==> src/rtl/logic_unit_arbiter.sv <==
// -----------------------------------------------------------------------------
// logic_unit_arbiter
//
// Shares one bitwise logic unit between two requesters. The unit computes
// ~a & b (op=0) or a | b (op=1). Requesters are served round-robin. The
// winner's operands are captured, one compute cycle runs, and the result is
// then held behind a valid/ready handshake until the consumer takes it.
//
// Parameters
//   WIDTH        operand/result width in bits
//
// Ports
//   clk          clock, rising edge
//   rst_n        asynchronous reset, active low
//   req0_valid   requester 0 has an operation pending
//   req0_op      requester 0 op: 0 = ~a&b, 1 = a|b
//   req0_a/b     requester 0 operands
//   req0_ready   requester 0 accepted this cycle (combinational)
//   req1_*       same set for requester 1
//   res_valid    result available
//   res_ready    consumer takes the result
//   res_id       requester that owns the result
//   res_op       op that produced the result
//   res_data     result
//   busy         high whenever the FSM is not idle
// -----------------------------------------------------------------------------
module logic_unit_arbiter #(
  parameter int WIDTH = 4
) (
  input  logic             clk,
  input  logic             rst_n,
  input  logic             req0_valid,
  input  logic             req0_op,
  input  logic [WIDTH-1:0] req0_a,
  input  logic [WIDTH-1:0] req0_b,
  output logic             req0_ready,
  input  logic             req1_valid,
  input  logic             req1_op,
  input  logic [WIDTH-1:0] req1_a,
  input  logic [WIDTH-1:0] req1_b,
  output logic             req1_ready,
  output logic             res_valid,
  input  logic             res_ready,
  output logic             res_id,
  output logic             res_op,
  output logic [WIDTH-1:0] res_data,
  output logic             busy
);

  typedef enum logic [1:0] {
    IDLE = 2'd0,
    EXEC = 2'd1,
    RESP = 2'd2
  } state_e;

  state_e           state_q, state_d;
  logic             last_grant_q, last_grant_d;
  logic             op_q, op_d;
  logic [WIDTH-1:0] a_q, a_d;
  logic [WIDTH-1:0] b_q, b_d;
  logic             id_q, id_d;
  logic             res_valid_q, res_valid_d;
  logic             res_id_q, res_id_d;
  logic             res_op_q, res_op_d;
  logic [WIDTH-1:0] res_data_q, res_data_d;

  // Round-robin: a lone requester always wins; on contention the requester
  // that was not granted last time wins.
  logic win0, win1;
  assign win0 = req0_valid && (!req1_valid || last_grant_q);
  assign win1 = req1_valid && (!req0_valid || !last_grant_q);

  // Ready is gated by rst_n so it is forced low while reset is asserted,
  // even though the state register already reads IDLE.
  assign req0_ready = rst_n && (state_q == IDLE) && win0;
  assign req1_ready = rst_n && (state_q == IDLE) && win1;

  assign res_valid = res_valid_q;
  assign res_id    = res_id_q;
  assign res_op    = res_op_q;
  assign res_data  = res_data_q;
  assign busy      = (state_q != IDLE);

  always_comb begin
    state_d      = state_q;
    last_grant_d = last_grant_q;
    op_d         = op_q;
    a_d          = a_q;
    b_d          = b_q;
    id_d         = id_q;
    res_valid_d  = res_valid_q;
    res_id_d     = res_id_q;
    res_op_d     = res_op_q;
    res_data_d   = res_data_q;
    case (state_q)
      IDLE: begin
        if (win0 || win1) begin
          // win1 doubles as the id of the accepted requester
          op_d         = win1 ? req1_op : req0_op;
          a_d          = win1 ? req1_a  : req0_a;
          b_d          = win1 ? req1_b  : req0_b;
          id_d         = win1;
          last_grant_d = win1;
          state_d      = EXEC;
        end
      end
      EXEC: begin
        res_data_d  = op_q ? (a_q | b_q) : (~a_q & b_q);
        res_id_d    = id_q;
        res_op_d    = op_q;
        res_valid_d = 1'b1;
        state_d     = RESP;
      end
      RESP: begin
        // res_data is left untouched so it keeps its last value after the handshake
        if (res_ready) begin
          res_valid_d = 1'b0;
          state_d     = IDLE;
        end
      end
      default: state_d = IDLE;
    endcase
  end

  always_ff @(posedge clk or negedge rst_n) begin
    if (!rst_n) begin
      state_q      <= IDLE;
      last_grant_q <= 1'b1;
      op_q         <= 1'b0;
      a_q          <= '0;
      b_q          <= '0;
      id_q         <= 1'b0;
      res_valid_q  <= 1'b0;
      res_id_q     <= 1'b0;
      res_op_q     <= 1'b0;
      res_data_q   <= '0;
    end else begin
      state_q      <= state_d;
      last_grant_q <= last_grant_d;
      op_q         <= op_d;
      a_q          <= a_d;
      b_q          <= b_d;
      id_q         <= id_d;
      res_valid_q  <= res_valid_d;
      res_id_q     <= res_id_d;
      res_op_q     <= res_op_d;
      res_data_q   <= res_data_d;
    end
  end

endmodule

==> config.mk <==
export PLATFORM = sky130hd
export DESIGN_NAME = logic_unit_arbiter
export DESIGN_NICKNAME = d
export VERILOG_FILES = /design/src/rtl/logic_unit_arbiter.sv
export SDC_FILE = /design/constraint.sdc
export NUM_CORES = 1
export LEC_CHECK = 0
export ABC_CLOCK_PERIOD_IN_PS = 2500
export CELL_PAD_IN_SITES_DETAIL_PLACEMENT = 0
export CELL_PAD_IN_SITES_GLOBAL_PLACEMENT = 1
export CORE_MARGIN = 10
export CORE_UTILIZATION = 26
export DETAILED_ROUTE_END_ITERATION = 16
export PLACE_DENSITY_LB_ADDON = 0.05
export SYNTH_ARGS = -nofsm -noshare
export SYNTH_HDL_FRONTEND = slang
export SYNTH_SLANG_ARGS = --single-unit
==> constraint.sdc <==
create_clock -name clk -period 2.5 [get_ports clk]
set_clock_uncertainty 0.2 [all_clocks]
set_input_delay 0.5 -clock clk [delete_from_list [all_inputs] [get_ports clk]]
set_output_delay 0.5 -clock clk [all_outputs]
set_load 0.05 [all_outputs]
# Word-level counts from Yosys, hierarchy flattened
# Index checks and enable logic that the tools add are counted.
[classes] n_eq_ne=4 n_mux=9 reduce_logical=17 bitwise=3
[ops] op="$mux 4" n=3
[ops] op="$pmux 2 s3" n=1
[ops] op="$reduce_and 2->1" n=3
[ops] op="$logic_and 1x1->1" n=5
[ops] op="$and 4x4->4" n=1
[ops] op="$mux 2" n=2
[ops] op="$not 4->4" n=1
[ops] op="$or 4x4->4" n=1
[ops] op="$reduce_bool 2->1" n=2
[ops] op="$logic_not 1->1" n=3
[ops] op="$logic_or 1x1->1" n=3
[ops] op="$eq 2x1->1 const B" n=1
[ops] op="$eq 2x2->1 const B" n=1
[ops] op="$logic_not 2->1" n=1
[ops] op="$mux 1" n=2
[ops] op="$ne 2x1->1 const B" n=1
[ops] op="$ne 2x2->1 const B" n=1
[ops] op="$pmux 1 s2" n=1
[word_totals] elab_cells=43 ff_bits=20

# Depth between registers and ports, before layout
[depth] depth_word=6 mapped_depth=4 mapped_depth_nobuf=3

# Worst setup path after synthesis
# Ideal clock, no wire load.
[synth_timing] path_kind="input-to-output" start="input req1_valid" end="output req1_ready" path_buffers=1 arrival_time_ns=1.311 setup_slack_ns=0.489 path_stages=3 cell_sequence="a21boi_2 -> buf_6 -> and3_1"
[synth_via] elab_chain_len=2
[synth_lines] item="start, declared" line_no="37" text="input logic req1_valid,"
[synth_lines] item="$logic_and 1x1->1" line_no="71" text="assign win1 = req1_valid && (!req0_valid || !last_grant_q);"
[synth_lines] item="$logic_and 1x1->1" line_no="76" text="assign req1_ready = rst_n && (state_q == IDLE) && win1;"
[synth_lines] item="end, declared" line_no="41" text="output logic req1_ready,"
# Every way passes these cells.

# Worst setup path after layout
[layout_timing] start="register state_q[0]" end="output busy"
[layout_via] elab_chain_len=1
[layout_lines] item="start, declared" line_no="56" text="state_e state_q, state_d;"
[layout_lines] item="start signal, assigned" line_no="138" text="state_q <= state_d;"
[layout_lines] item="$reduce_bool 2->1" line_no="82" text="assign busy = (state_q != IDLE);"
[layout_lines] item="end, declared" line_no="47" text="output logic busy"
# Every way passes these cells.

==> results.sh <==
export IMPL_status="completed"
export IMPL_synthSimpleGateAreaFrac_pct=5.058
export IMPL_dp_slack_ns=0.1704
export IMPL_crit_path_end_kind="primary output"
export IMPL_vias=673
export IMPL_critPathLaunchType="flop"
export IMPL_yosys_area_share_adder_pct=0
export IMPL_detail_route_antenna_nets=0
export IMPL_io_pins=33
export IMPL_ctsResizeCount=0
export IMPL_start_util_pct=26.55
export IMPL_synth_compound_area_share_pct=8.560
export IMPL_post_route_cells_drive_above_1_share_pct=27.27
export IMPL_tns_ns=0
export IMPL_portBuffers=32
export IMPL_timing_fmax_mhz=427.6
export IMPL_ys_warn_count=0
export IMPL_nNetsFinal=134
export IMPL_rows=22
export IMPL_async_flop_share_pct=100.0
export IMPL_max_vdd_ir_drop_v=0.0005543
export IMPL_cts_setup_buffers=0
export IMPL_cts_tree="built"
export IMPL_ys_top_cells_by_area="dfrtp_1 (49%), mux2_4 (12%), mux2_2 (11%)"
export IMPL_crit_type="flop to primary output"
export IMPL_grtUsageTotal_pct=7.262
export IMPL_slew_headroom_pct=66.46
export IMPL_tightest_slew_ns=0.5015
export IMPL_syn_instance_count=73
export IMPL_min_period_ns=2.339
export IMPL_avgSynthCellArea_sq_um=13.21
export IMPL_fin_util_pct=39.05
export IMPL_area_delta_synth_final_pct=47.08
export IMPL_drc=0
export IMPL_overflow=0
export IMPL_clkTransAtPathRegs_ns=0.08
export IMPL_synth_most_common_cell="dfrtp_1"
export IMPL_synth_distinct_cells=21
export IMPL_via_per_inst=4.259
export IMPL_p_leak_nw=0.6196
export IMPL_synth_top_area_share_pct=49.29
export IMPL_fin_area_sq_um=1419
export IMPL_fp_dieH_um=80.91
export IMPL_grt_pass1_vias=756
export IMPL_grt_pass1_wl_um=3691
export IMPL_synth_edf_count=0
export IMPL_place_congestion=0.7188
export IMPL_wl_per_cell_um=13.91
export IMPL_clk_latency_ns=0.26
export IMPL_hold_path_class="flop to flop"
export IMPL_num_antenna_cells=0
export IMPL_synthMuxAreaShare_pct=30.61
export IMPL_cts_root_buffer="clkbuf_8"
export IMPL_syn_area_sq_um=964.7
export IMPL_dp_hpwl_um=1713
export IMPL_yosys_area_top_type="dfrtp_1"
export IMPL_setup_violations=0
export IMPL_antenna_found_initial=0
export IMPL_htree_num_levels=1
export IMPL_dr_pass1_iters=2
export IMPL_cpMaxStageDelayCell="clkdlybuf4s50_1"
export IMPL_clock_sinks=20
export IMPL_coreArea_sq_um=3633
export IMPL_wirelength_um=2197
export IMPL_layout_setup_ws_ns=0.1615
export IMPL_timing_final_crit_share_pct=93.54
export IMPL_crit_fanout=7
export IMPL_cts_hold_buf=0
export IMPL_synth_top_family_by_area="multiplexers"
export IMPL_seq_area_frac_synth_pct=52.01
export IMPL_cellPowerDensity_nw_per_um2=1210
export IMPL_finalMaxSlewViolations=0
export IMPL_cts_made_buffers=3
export IMPL_drv_cap=0
export IMPL_synth_fp_nets=96
export IMPL_finalHoldViolCount=0
export IMPL_synth_flop_cell="dfrtp_1"
export IMPL_die_area_sq_um=6546
export IMPL_drt_iter0_drc=30
export IMPL_slowest_delay_ns=0.70
export IMPL_ys_ff_latch=20
export IMPL_ctsLongestPathBuffers=2
export IMPL_arrival_ns=1.64
export IMPL_synth_commonest_cells="dfrtp_1 (19), mux2_2 (9), mux2_4 (8)"
export IMPL_synth_xor_area_share_pct=0
export IMPL_rsz0062_at_grt="false"
export IMPL_die_x_um=80.91
export IMPL_dpl_cell_area_sq_um=1374
export IMPL_crit_required_ns=1.80
export IMPL_grt_max_degree=21
export IMPL_path_cells="nor2_4, inv_1, clkdlybuf4s50_1"
cell usage in the layout, fill, tap and decap left out, drive strengths merged, types with 2 or more instances in the layout:
cell type      Yosys  layout
nand2b             2       2
inv                4       4
mux2i              4       4
o21ai              6       6
clkbuf             0       4
a21oi              3       3
clkdlybuf4s50      0      30
buf                3       6
dfrtp             19      19
nand2              5       5
mux2              20      20
metal layers:
| layer | share of wire [%] | vias to the layer above | wire, um | global-route usage [%] |
|---|---|---|---|---|
| li1 | - | 329 | - | - |
| met1 | 43 | 321 | 948 | 8.387 |
| met2 | 49 | 21 | 1083 | 11.86 |
| met3 | 6.9 | 2 | 152 | 3.642 |
| met4 | 0.59 | 0 | 13 | 1.557 |
| met5 | 0 | - | 0 | 0 |
state kept, by name, indices dropped and copies added (netlist names):
signal / count
a_q: 4
op_q: 1
state_q: 2
b_q: 4
id_q: 1
res_op: 1
res_data: 4
res_id: 1
last_grant_q: 1
res_valid: 1
final timing paths:
path / start / end / slack [ns] / cells past startpoint
max in group asynchronous: rst_n / last_grant_q / 1.34 / 2
worst max register to register: last_grant_q / a_q[3] / 0.83 / 4
min in group asynchronous: rst_n / res_valid / 0.48 / 2
worst min register to register: id_q / res_id / 0.29 / 1
worst max-delay path: state_q[0] / busy / 0.16 / 3
worst min-delay path: id_q / res_id / 0.29 / 1
report_power, final:
| group | leakage (nW) | internal [W] | switching (W) |
|---|---|---|---|
| logic | 0.359 | 0.000403 | 0.000476 |
| clock network | 0.0228 | 0.000113 | 0.000110 |
| registers | 0.238 | 0.000495 | 0.000118 |
| total | 0.620 | 0.00101 | 0.000704 |
metrics by stage:
step | hold WS, ns | total power (W) | instances
CTS | 0.2892 | 0.001752 | 158
finish | 0.2852 | 0.001717 | 158
global route | 0.3238 | 0.001835 | 158
global placement | 0.2668 | 0.001513 | 154
detailed placement | 0.2823 | 0.001523 | 154
floorplan | 0.004409 | 0.001222 | 73
worst max-delay path: cells and delay by family, from the launching register on:
family,cells,cell delay (ns)
flip-flops,1,0.43
buffers and inverters,2,0.75
AND/OR/NAND/NOR,1,0.20
cell families after synthesis:
group / Yosys count
flops: 20
mux: 24
buf+inv: 7
compound gates: 13
simple gates: 9
final cells by class:
| type | count | area (sq um) |
|---|---|---|
| clock buffer | 4 | 45.04 |
| fill | 380 | 2215 |
| inverter | 4 | 15.01 |
| multi-input combinational | 46 | 426.7 |
| sequential | 20 | 501.7 |
| tap | 48 | 60.06 |
| timing repair buffer | 36 | 370.4 |
Power figures use the tool's default switching activity.
